**src/rtl/bls_multicycle_sub.sv**
```systemverilog
// Multicycle borrow-lookahead subtractor: D = M - S - Bin, CHUNK bits per clock through one
// shared lookahead slice, with valid/ready handshakes and borrow/overflow/zero flags.
module bls_multicycle_sub #(
  parameter int WIDTH = 12,
  parameter int CHUNK = 4
) (
  input  logic             i_clk,
  input  logic             i_rst_n,
  input  logic             i_in_valid,
  output logic             o_in_ready,
  input  logic [WIDTH-1:0] i_m,
  input  logic [WIDTH-1:0] i_s,
  input  logic             i_bin,
  output logic             o_out_valid,
  input  logic             i_out_ready,
  output logic [WIDTH-1:0] o_d,
  output logic             o_bout,
  output logic             o_ovf,
  output logic             o_zero
);

  localparam int NCHUNK = WIDTH / CHUNK;
  localparam int KW     = (NCHUNK > 1) ? $clog2(NCHUNK) : 1;
  localparam logic [KW-1:0] LAST_K = KW'(NCHUNK - 1);

  typedef enum logic [1:0] {
    IDLE,
    RUN,
    DONE
  } state_t;

  state_t r_state;
  state_t w_stateNext;

  logic [WIDTH-1:0] r_opM;
  logic [WIDTH-1:0] r_opS;
  logic             r_br;
  logic [KW-1:0]    r_k;
  logic [WIDTH-1:0] r_work;
  logic [WIDTH-1:0] r_d;
  logic             r_bout;
  logic             r_ovf;
  logic             r_zero;

  logic             w_accept;
  logic             w_runChunk;
  logic             w_lastChunk;
  logic [CHUNK-1:0] w_mChunk;
  logic [CHUNK-1:0] w_sChunk;
  logic [CHUNK-1:0] w_p;
  logic [CHUNK-1:0] w_g;
  logic [CHUNK:0]   w_b;
  logic [CHUNK-1:0] w_dChunk;
  logic [WIDTH-1:0] w_workNext;
  logic             w_acc;
  logic             w_bit;
  logic             w_ovfNext;

  always_ff @(posedge i_clk) begin
    if (!i_rst_n) begin
      r_state <= IDLE;
    end else begin
      r_state <= w_stateNext;
    end
  end

  always_comb begin
    w_stateNext = r_state;
    o_in_ready  = 1'b0;
    o_out_valid = 1'b0;
    w_accept    = 1'b0;
    w_runChunk  = 1'b0;
    unique case (r_state)
      IDLE: begin
        o_in_ready = 1'b1;
        if (i_in_valid) begin
          w_accept    = 1'b1;
          w_stateNext = RUN;
        end
      end
      RUN: begin
        w_runChunk = 1'b1;
        if (r_k == LAST_K) begin
          w_stateNext = DONE;
        end
      end
      DONE: begin
        o_out_valid = 1'b1;
        if (i_out_ready) begin
          w_stateNext = IDLE;
        end
      end
      default: begin
        w_stateNext = IDLE;
      end
    endcase
  end

  assign w_lastChunk = (r_k == LAST_K);
  assign w_mChunk    = r_opM[int'(r_k)*CHUNK +: CHUNK];
  assign w_sChunk    = r_opS[int'(r_k)*CHUNK +: CHUNK];
  assign w_p         = w_mChunk ^ w_sChunk;
  assign w_g         = ~w_mChunk & w_sChunk;

  // Each borrow is a flat sum of products over lower generates and the chunk borrow-in.
  always_comb begin
    w_b    = '0;
    w_acc  = 1'b1;
    w_bit  = 1'b0;
    w_b[0] = r_br;
    for (int i = 1; i <= CHUNK; i++) begin
      w_acc = 1'b1;
      w_bit = 1'b0;
      for (int j = i - 1; j >= 0; j--) begin
        w_bit = w_bit | (w_acc & w_g[j]);
        w_acc = w_acc & ~w_p[j];
      end
      w_bit  = w_bit | (w_acc & r_br);
      w_b[i] = w_bit;
    end
  end

  assign w_dChunk = w_p ^ w_b[CHUNK-1:0];

  always_comb begin
    w_workNext = r_work;
    w_workNext[int'(r_k)*CHUNK +: CHUNK] = w_dChunk;
  end

  assign w_ovfNext = (r_opM[WIDTH-1] ^ r_opS[WIDTH-1]) & (w_workNext[WIDTH-1] ^ r_opM[WIDTH-1]);

  // Chunks build up in r_work; the visible result only updates once the last chunk lands.
  always_ff @(posedge i_clk) begin
    if (!i_rst_n) begin
      r_opM  <= '0;
      r_opS  <= '0;
      r_br   <= 1'b0;
      r_k    <= '0;
      r_work <= '0;
      r_d    <= '0;
      r_bout <= 1'b0;
      r_ovf  <= 1'b0;
      r_zero <= 1'b0;
    end else if (w_accept) begin
      r_opM <= i_m;
      r_opS <= i_s;
      r_br  <= i_bin;
      r_k   <= '0;
    end else if (w_runChunk) begin
      r_work <= w_workNext;
      r_br   <= w_b[CHUNK];
      if (w_lastChunk) begin
        r_d    <= w_workNext;
        r_bout <= w_b[CHUNK];
        r_ovf  <= w_ovfNext;
        r_zero <= ~|w_workNext;
      end else begin
        r_k <= r_k + KW'(1);
      end
    end
  end

  assign o_d    = r_d;
  assign o_bout = r_bout;
  assign o_ovf  = r_ovf;
  assign o_zero = r_zero;

endmodule

```
**config.mk**
```make
export PLATFORM = sky130hd
export DESIGN_NAME = bls_multicycle_sub
export DESIGN_NICKNAME = d
export VERILOG_FILES = /design/src/rtl/bls_multicycle_sub.sv
export SDC_FILE = /design/constraint.sdc
export NUM_CORES = 1
export LEC_CHECK = 0
export CORE_MARGIN = 5
export CORE_UTILIZATION = 35
export DETAILED_ROUTE_END_ITERATION = 16
export SYNTH_ARGS = -nofsm -noshare
export SYNTH_HDL_FRONTEND = slang
export SYNTH_SLANG_ARGS = --single-unit
```
**constraint.sdc**
```tcl
create_clock -name i_clk -period 7.4 [get_ports i_clk]
set_input_delay 1.48 -clock i_clk [delete_from_list [all_inputs] [get_ports i_clk]]
set_output_delay 1.48 -clock i_clk [all_outputs]
set_load 0.02 [all_outputs]
```
Word level (Yosys, flattened, before mapping)
Index checks and enable logic that the tools add are counted.
Widths: inputs -> output; s select.
{ "op_classes": {"addsub": 2, "eq_ne": 6, "n_div": 0, "n_mux": 12, "n_mul": 0, "magnitude_cmp": 0, "shifts": 4, "bitwise": 40, "reduce_logical": 9} }
{ "op_table": {"columns": ["operator", "count"], "rows": [
  ["$neg 4->33", 1],
  ["$shift 4x33->12 const A", 1],
  ["$shiftx 4x33->12", 1],
  ["$shiftx 12x5->4", 2],
  ["$and 1x1->1", 17],
  ["$bwmux 12", 1],
  ["$reduce_or 12->1", 1],
  ["$or 1x1->1", 10],
  ["$xor 4x4->4", 2],
  ["$mux 1", 7],
  ["$not 1->1", 7],
  ["$mux 2", 3],
  ["$ne 2x2->1 const B", 3],
  ["$pmux 2 s3", 1],
  ["$reduce_and 3->1", 2],
  ["$and 4x4->4", 1],
  ["$eq 2x2->1 const B", 2],
  ["$not 4->4", 1],
  ["$reduce_and 2->1", 2],
  ["$add 2x1->2 const B", 1],
  ["$eq 2x1->1 const B", 1],
  ["$logic_not 2->1", 1],
  ["$reduce_bool 2->1", 1],
  ["$reduce_or 2->1", 1],
  ["other kinds (2)", 3]
]} }
{ "word_totals": {"elab_cells": 83, "n_memories": 0, "latch_bits": 0, "ram_bits": 0, "romBits": 0, "regBits": 56, "in_bits": 29, "output_inout_bits": 17} }

Logic depth before layout (Yosys ltp)
Gate-level depths: netlist of run 1.
{ "logic_depth": {"word_depth": 12, "ltp_mapped": 10, "ltp_nobuf": 9} }

Least setup slack after synthesis of run 1
No wires, ideal clock.
{ "synth_path": {"kind": "reg-to-reg", "start": "register r_k[1]", "end": "register r_ovf, in the netlist o_ovf", "stages_incl_launch_ff": 11, "arrival_time_ns": 2.444, "required_time_ns": 7.281, "setup_ns": 0.119, "path_buffers": 2, "synth_period_minus_slack_ns": 2.563, "setup_slack_ns": 4.837, "path_cell_list": "dfxtp_1 -> clkbuf_1 -> buf_2 -> inv_1 -> a31oi_1 -> ha_1 -> a41oi_2 -> o21ai_4 -> xnor2_2 -> a41o_1 -> o221a_1"} }
{ "synth_between": {"elab_chain_cells": 12, "word_cells_on_any_way": 32, "cone_classes": "add/sub (1); eq/ne (1); shift (4); mux (1); bitwise (24); reduce/logical (1)"} }
{ "synth_lines": {"columns": ["element", "line_no", "source"], "rows": [
  ["start, declared", "38", "logic [KW-1:0] r_k;"],
  ["start signal, assigned", "158", "r_k <= r_k + KW'(1);"],
  ["$shiftx 12x5->4 (on tied branches)", "100, 101", null],
  ["$xor 4x4->4 / $not 4->4 (equally long branches)", "102, 103", null],
  ["$not 1->1 / $and 4x4->4 (equally long branches)", "116, 103", null],
  ["$and 1x1->1 (on tied branches)", "115, 116", null],
  ["$or 1x1->1 (tied with other cells)", "115", "w_bit = w_bit | (w_acc & w_g[j]);"],
  ["$or 1x1->1 / $and 1x1->1 (equally long branches)", "115, 118", null],
  ["$or 1x1->1", "118", "w_bit = w_bit | (w_acc & r_br);"],
  ["$xor 4x4->4", "123", "assign w_dChunk = w_p ^ w_b[CHUNK-1:0];"],
  ["$shiftx 4x33->12", "127", "w_workNext[int'(r_k)*CHUNK +: CHUNK] = w_dChunk;"],
  ["$bwmux 12", "127", null],
  ["$xor 1x1->1", "130", "assign w_ovfNext = (r_opM[WIDTH-1] ^ r_opS[WIDTH-1]) & (w_workNext[WIDTH-1] ^ r_opM[WIDTH-1]);"],
  ["$and 1x1->1", "130", null],
  ["end signal, assigned", "155", "r_ovf <= w_ovfNext;"],
  ["end, declared", "42", "logic r_ovf;"]
]} }
Several ways; a longest one is shown, not always the timed one.
A chain may end at the register's enable or synchronous reset.

Final worst setup path of run 1
Ends and elaborated chain as after synthesis.

==> results of run 1 <==
## cell type report
| class | count | area share (%) |
|---|---|---|
| Inverter | 9 | 1.01 |
| Timing Repair Buffer | 47 | 13.9 |
| Clock inverter | 3 | 2.05 |
| Clock buffer | 5 | 2.05 |
| Sequential cell | 56 | 33.5 |
| Multi-Input combinational cell | 232 | 43.7 |
| Tap cell | 102 | 3.81 |
## critical path, stage by stage (launching register included)
cell,delay (ns)
dfxtp_1,0.83
inv_1,0.33
a31oi_1,0.36
ha_1,0.31
a41oi_2,0.23
o21ai_4,0.10
xnor2_2,0.40
a21oi_1,0.14
o221a_1,0.24
## sequential cells by signal (all words and copies together), names as in the netlist
| name | count |
|---|---|
| r_state | 2 |
| o_bout | 1 |
| r_work | 12 |
| r_k | 2 |
| o_ovf | 1 |
| r_opM | 12 |
| r_opS | 12 |
| o_d | 12 |
| o_zero | 1 |
| r_br | 1 |
## per-stage QoR
stage          power (uW)  hold WS, ns  cell area, sq um  setup slack [ns]  instances
5_1_grt               730        0.494              3350              4.11        454
6_report              691        0.469              3350              4.36        454
4_1_cts               701        0.473              3350              4.32        454
2_1_floorplan         416        0.443              2720              4.84        320
3_5_place_dp          456        0.457              3210              4.23        446
3_3_place_gp          454        0.452              3210              4.28        446
## cell usage after synthesis
cell / number
a221oi_1: 5
and4b_1: 1
fa_1: 1
nand2b_1: 2
inv_1: 9
a211oi_1: 1
o221a_1: 1
buf_1: 1
a41o_1: 1
a41oi_2: 1
xnor2_1: 3
mux2i_1: 9
ha_1: 9
nor3_1: 2
o211a_1: 5
o21a_1: 2
o21ai_0: 11
nand2_1: 69
a31o_2: 1
nor2b_1: 14
a21oi_1: 8
o21ai_1: 1
dfxtp_1: 56
o22ai_1: 6
and2_1: 4
buf_2: 9
nor2_1: 18
xnor2_2: 1
nand3b_1: 3
o22a_2: 1
o21ai_4: 1
and4_1: 1
nor4_1: 1
a32oi_1: 4
a31oi_1: 8
nand3_1: 1
clkbuf_1: 13
nand4_1: 1
a22oi_1: 6
and4bb_2: 1
a21o_1: 1
nor3b_1: 3
a21boi_0: 24
## worst paths after layout
check / startpoint / end / cells after the start
worst max-delay path: r_k[1] / o_ovf / 8
worst min-delay path: r_opS[9] / r_opS[9] / 2
worst max register to register: r_k[1] / o_ovf / 8
worst min register to register: r_opS[9] / r_opS[9] / 2
## routing by layer
metal	track usage, %	routed length, um	vias to the layer above
met4	4.47	91	0
met2	22.4	2760	58
met1	17.1	2880	1021
met5	0	0	-
li1	-	-	1171
met3	3.14	300	8
## power groups by stage
stage               logic (uW)  registers [uW]  clock network (uW)
floorplan                 87.8             328                   0
global placement           122             332                   0
detailed placement         124             332                   0
CTS                        124             325                 251
global route               138             328                 264
finish                     123             325                 243
## cell usage in the layout, fill, tap and decap left out, types with 6 or more instances in the layout
master / n
nor2_1: 18
a22oi_1: 6
nor2b_1: 14
a21boi_0: 24
a21oi_1: 8
clkdlybuf4s50_1: 45
o22ai_1: 6
a31oi_1: 8
nand2_1: 69
ha_1: 9
mux2i_1: 9
inv_1: 9
dfxtp_1: 56
o21ai_0: 11
## cell families after synthesis
logic type                 Yosys count  share of synthesized area [%]
and+or+nand+nor                    121                           20.4
buffers and inverters               32                           4.83
muxes                                9                           3.32
AOI/OAI and AO/OA                   88                           23.7
xor gates and xnor gates             4                           1.57
DFF                                 56                           41.3
adders and majority gates           10                           4.88
==> results.txt, run 1 <==
1st-iter DRT viols - 75
Die Y - 98.1 um
CTS Buffer Depth - 2
CTS Sinks - 56
# Max-Cap Violations - 0
FMAX - 329 MHz
Crit Path Class - flip-flop to flip-flop
Internal Pwr Total - 505 uW
first-pass GRT wire length - 10.8 mm
largest net degree at the start of global routing - 57
pins over their slew limit - 0
Tmin final - 3.04 ns
top cell type's share of synthesized area - 41.3%
post-route antenna net violation count - 0
Seq/Total Area, Yosys - 41.3%
Tightest Pin Transition - 0.873 ns
part of the power in registers - 47.1%
Critical Path Fanout Max - 16
Switching Share - 27.0%
total track usage - 13.4%
Clock power frac - 35.1%
clock latency at the later pin of the worst-skew pair - 0.31 ns
syn avg cell area - 8.49 sq um
postcts setup bufs - 0
Post-CTS Hold Buffers - 0
vias per std cell - 4.97
# diodes - 0
P_sw - 186 uW
final core occ - 43.8%
Reg clk slew, reported paths - 0.11 ns
Setup Skew - 0.00555 ns
outcome - finished, final reports clean
RSZ-0062 raised after global routing - no
slew margin rel. - 41.8%
count of cell types in the netlist - 43
cts repair resizes - 0
first drt pass iteration count - 4
Gate power share - 17.8%
Post-Syn Nets - 359
Num CTS Buffers - 5
WL/cell - 13.3 um
Final Setup Violations - 0
FF+latch area - 1120 sq um
number of buffers added on ports - 45
Initial Util - 35.5%
Crit path arrival time - 3.25 ns
period utilization - 41.1%
final net count - 390
startpoint types - flip-flop
post-DP HPWL - 4.14 mm
clk root buf - clkbuf_8
Total Neg Setup Slack - 0 ns
Pleak - 0.00124 uW
routability-driven placement congestion ratio - 0.766
Ports - 46
total vias in the final route - 2,258
fraction of layout cells with a size suffix above 1 - 4.55%
crit end category - flip-flop
row count - 32
Core Region - 7650 sq um
area grow syn2layout - 23.3%
Worst EP required - 7.61 ns
WL final - 6.03 mm
Layout fillers - 773
CTS H-tree lvls - 2
Mapped Cells - 320
vias in the first global route - 2,300
Cell Pwr Density - 206 nW/um^2
die area - 9630 sq um
Synth area leader - dfxtp_1
final number of hold-violating endpoints - 0
worst hold path type - flip-flop to flip-flop
CTS tree - built
initial antenna violation count - 0
ranking of synthesized cells by area - dfxtp_1, nand2_1, a21boi_0
mapped cell area - 2720 sq um
FF-to-FF setup slack - 4.36 ns
Die W - 98.1 um
maximum vdd ir drop - 0.0000897 V
residual DRC count - 0
Seq cells post-synth - 56
GRT Residual Overflow - 0
Synth warnings - 0
Multi-input gate area - 1470 sq um
Power figures use the tool's default switching activity.
==> inputs of run 2 (changes only) <==
- clock period: 7.4 -> 2.7 ns (I/O delays scaled with it)
==> results.txt, run 2 (synthesized netlist as in run 1, its figures left out) <==
outcome - finished, final reports clean
worst hold path depth - 2
cts repair resizes - 0
Crit Path Class - flip-flop to flip-flop
first-pass GRT wire length - 10.3 mm
initial antenna violation count - 0
Crit path arrival time - 2.65 ns
Worst EP required - 2.91 ns
1st-iter DRT viols - 83
vias in the first global route - 2,165
Initial Util - 35.5%
vias per std cell - 4.94
Num CTS Buffers - 5
final net count - 400
GRT Residual Overflow - 0
fraction of layout cells with a size suffix above 1 - 7.46%
crit path launch - r_k[0]
area grow syn2layout - 25.9%
Pleak - 0.00129 uW
period utilization - 90.2%
clock latency at the later pin of the worst-skew pair - 0.31 ns
Tightest Pin Transition - 0.597 ns
clk root buf - clkbuf_8
Final Setup Violations - 0
# diodes - 0
residual DRC count - 0
CTS Sinks - 56
Die Y - 98.1 um
Worst R2R Start - r_k[0]
worst hold path type - flip-flop to flip-flop
die area - 9630 sq um
post-route antenna net violation count - 0
post-DP HPWL - 4.60 mm
reg-to-reg endpoint - o_d[10]
FF-to-FF setup slack - 0.26 ns
total vias in the final route - 2,292
WL/cell - 13.3 um
CTS H-tree lvls - 2
Reg clk slew, reported paths - 0.11 ns
startpoint types - flip-flop
number of buffers added on ports - 45
CTS tree - built
Tmin final - 2.44 ns
Total Neg Setup Slack - 0 ns
worst r2r path cells - 8
Worst setup endpoint - o_d[10]
pins over their slew limit - 0
crit end category - flip-flop
Die W - 98.1 um
routability-driven placement congestion ratio - 0.834
Core Region - 7650 sq um
CTS Buffer Depth - 2
most frequent cells in the layout - nand2_1, dfxtp_1, clkdlybuf4s50_1, a21boi_0, nor2_1
slew margin rel. - 59.9%
Ports - 46
commonest non-fill, non-tap cell in the layout - nand2_1
row count - 32
RSZ-0062 raised after global routing - no
Cell Pwr Density - 538 nW/um^2
# Max-Cap Violations - 0
Critical Path Fanout Max - 16
Post-CTS Hold Buffers - 0
total chip power - 1840 uW
maximum vdd ir drop - 0.000218 V
hold slack - 0.468 ns
Setup Skew - 0.0123 ns
final number of hold-violating endpoints - 0
worst slack, placed - 0.0552 ns
first drt pass iteration count - 4
fin worst setup slack - 0.264 ns
WL final - 6.16 mm
largest net degree at the start of global routing - 27
postcts setup bufs - 0
total track usage - 13.0%
FMAX - 410 MHz
## run 2: changes by cell type in the layout (fill, tap and decap cells not counted), sizes merged
cell,previous run,this run
clkinv,0,1
bufinv,2,1
buf,2,12
clkbuf,5,6
inv,10,9
## run 2: final cells by class
| class | count | area, sq um |
|---|---|---|
| clock buffer | 6 | 82.6 |
| clock inverter | 2 | 38.8 |
| fill | 757 | 4230 |
| inverter | 9 | 33.8 |
| multi-input combinational | 232 | 1480 |
| sequential | 56 | 1120 |
| tap | 102 | 128 |
| timing repair buffer | 57 | 541 |
## run 2: worst max-delay path, cell delays in order (launching register included)
cell and delay (ns):
dfxtp_1 0.61, nand2_1 0.09, o22ai_1 0.31, ha_1 0.33
a21o_1 0.18, a21oi_1 0.17, xnor2_1 0.21, a221oi_1 0.36
nor2_1 0.08
## run 2: worst min path at each step
stage                          from         to
after floorplan            r_opM[0]   r_opM[0]
after detailed placement   r_opM[9]   r_opM[9]
final                      r_opM[9]   r_opM[9]
after CTS                  r_opS[8]   r_opS[8]
after global routing      r_opS[10]  r_opS[10]
after global placement     r_opS[6]   r_opS[6]
## run 2: per-stage QoR
| step | util [%] | cells | instance area, sq um |
|---|---|---|---|
| floorplan | - | 320 | 2720 |
| global placement | 43.0 | 456 | 3290 |
| detailed placement | 43.0 | 456 | 3290 |
| CTS | 44.6 | 464 | 3410 |
| global route | 44.7 | 464 | 3420 |
| finish | 44.7 | 464 | 3420 |
## run 2: power by group
| part | total [uW] | switching (uW) | internal, uW |
|---|---|---|---|
| clock network | 586 | 282 | 304 |
| logic | 366 | 198 | 168 |
| registers | 889 | 28.0 | 861 |
| total | 1840 | 508 | 1330 |
## run 2: layer usage
layer / vias to the layer above / track usage [%] / wire length, um
li1: 1193 / - / -
met4: 0 / 3.83 / 78
met5: - / 0 / 0
met3: 5 / 3.00 / 287
met1: 1040 / 18.1 / 2990
met2: 54 / 19.9 / 2810
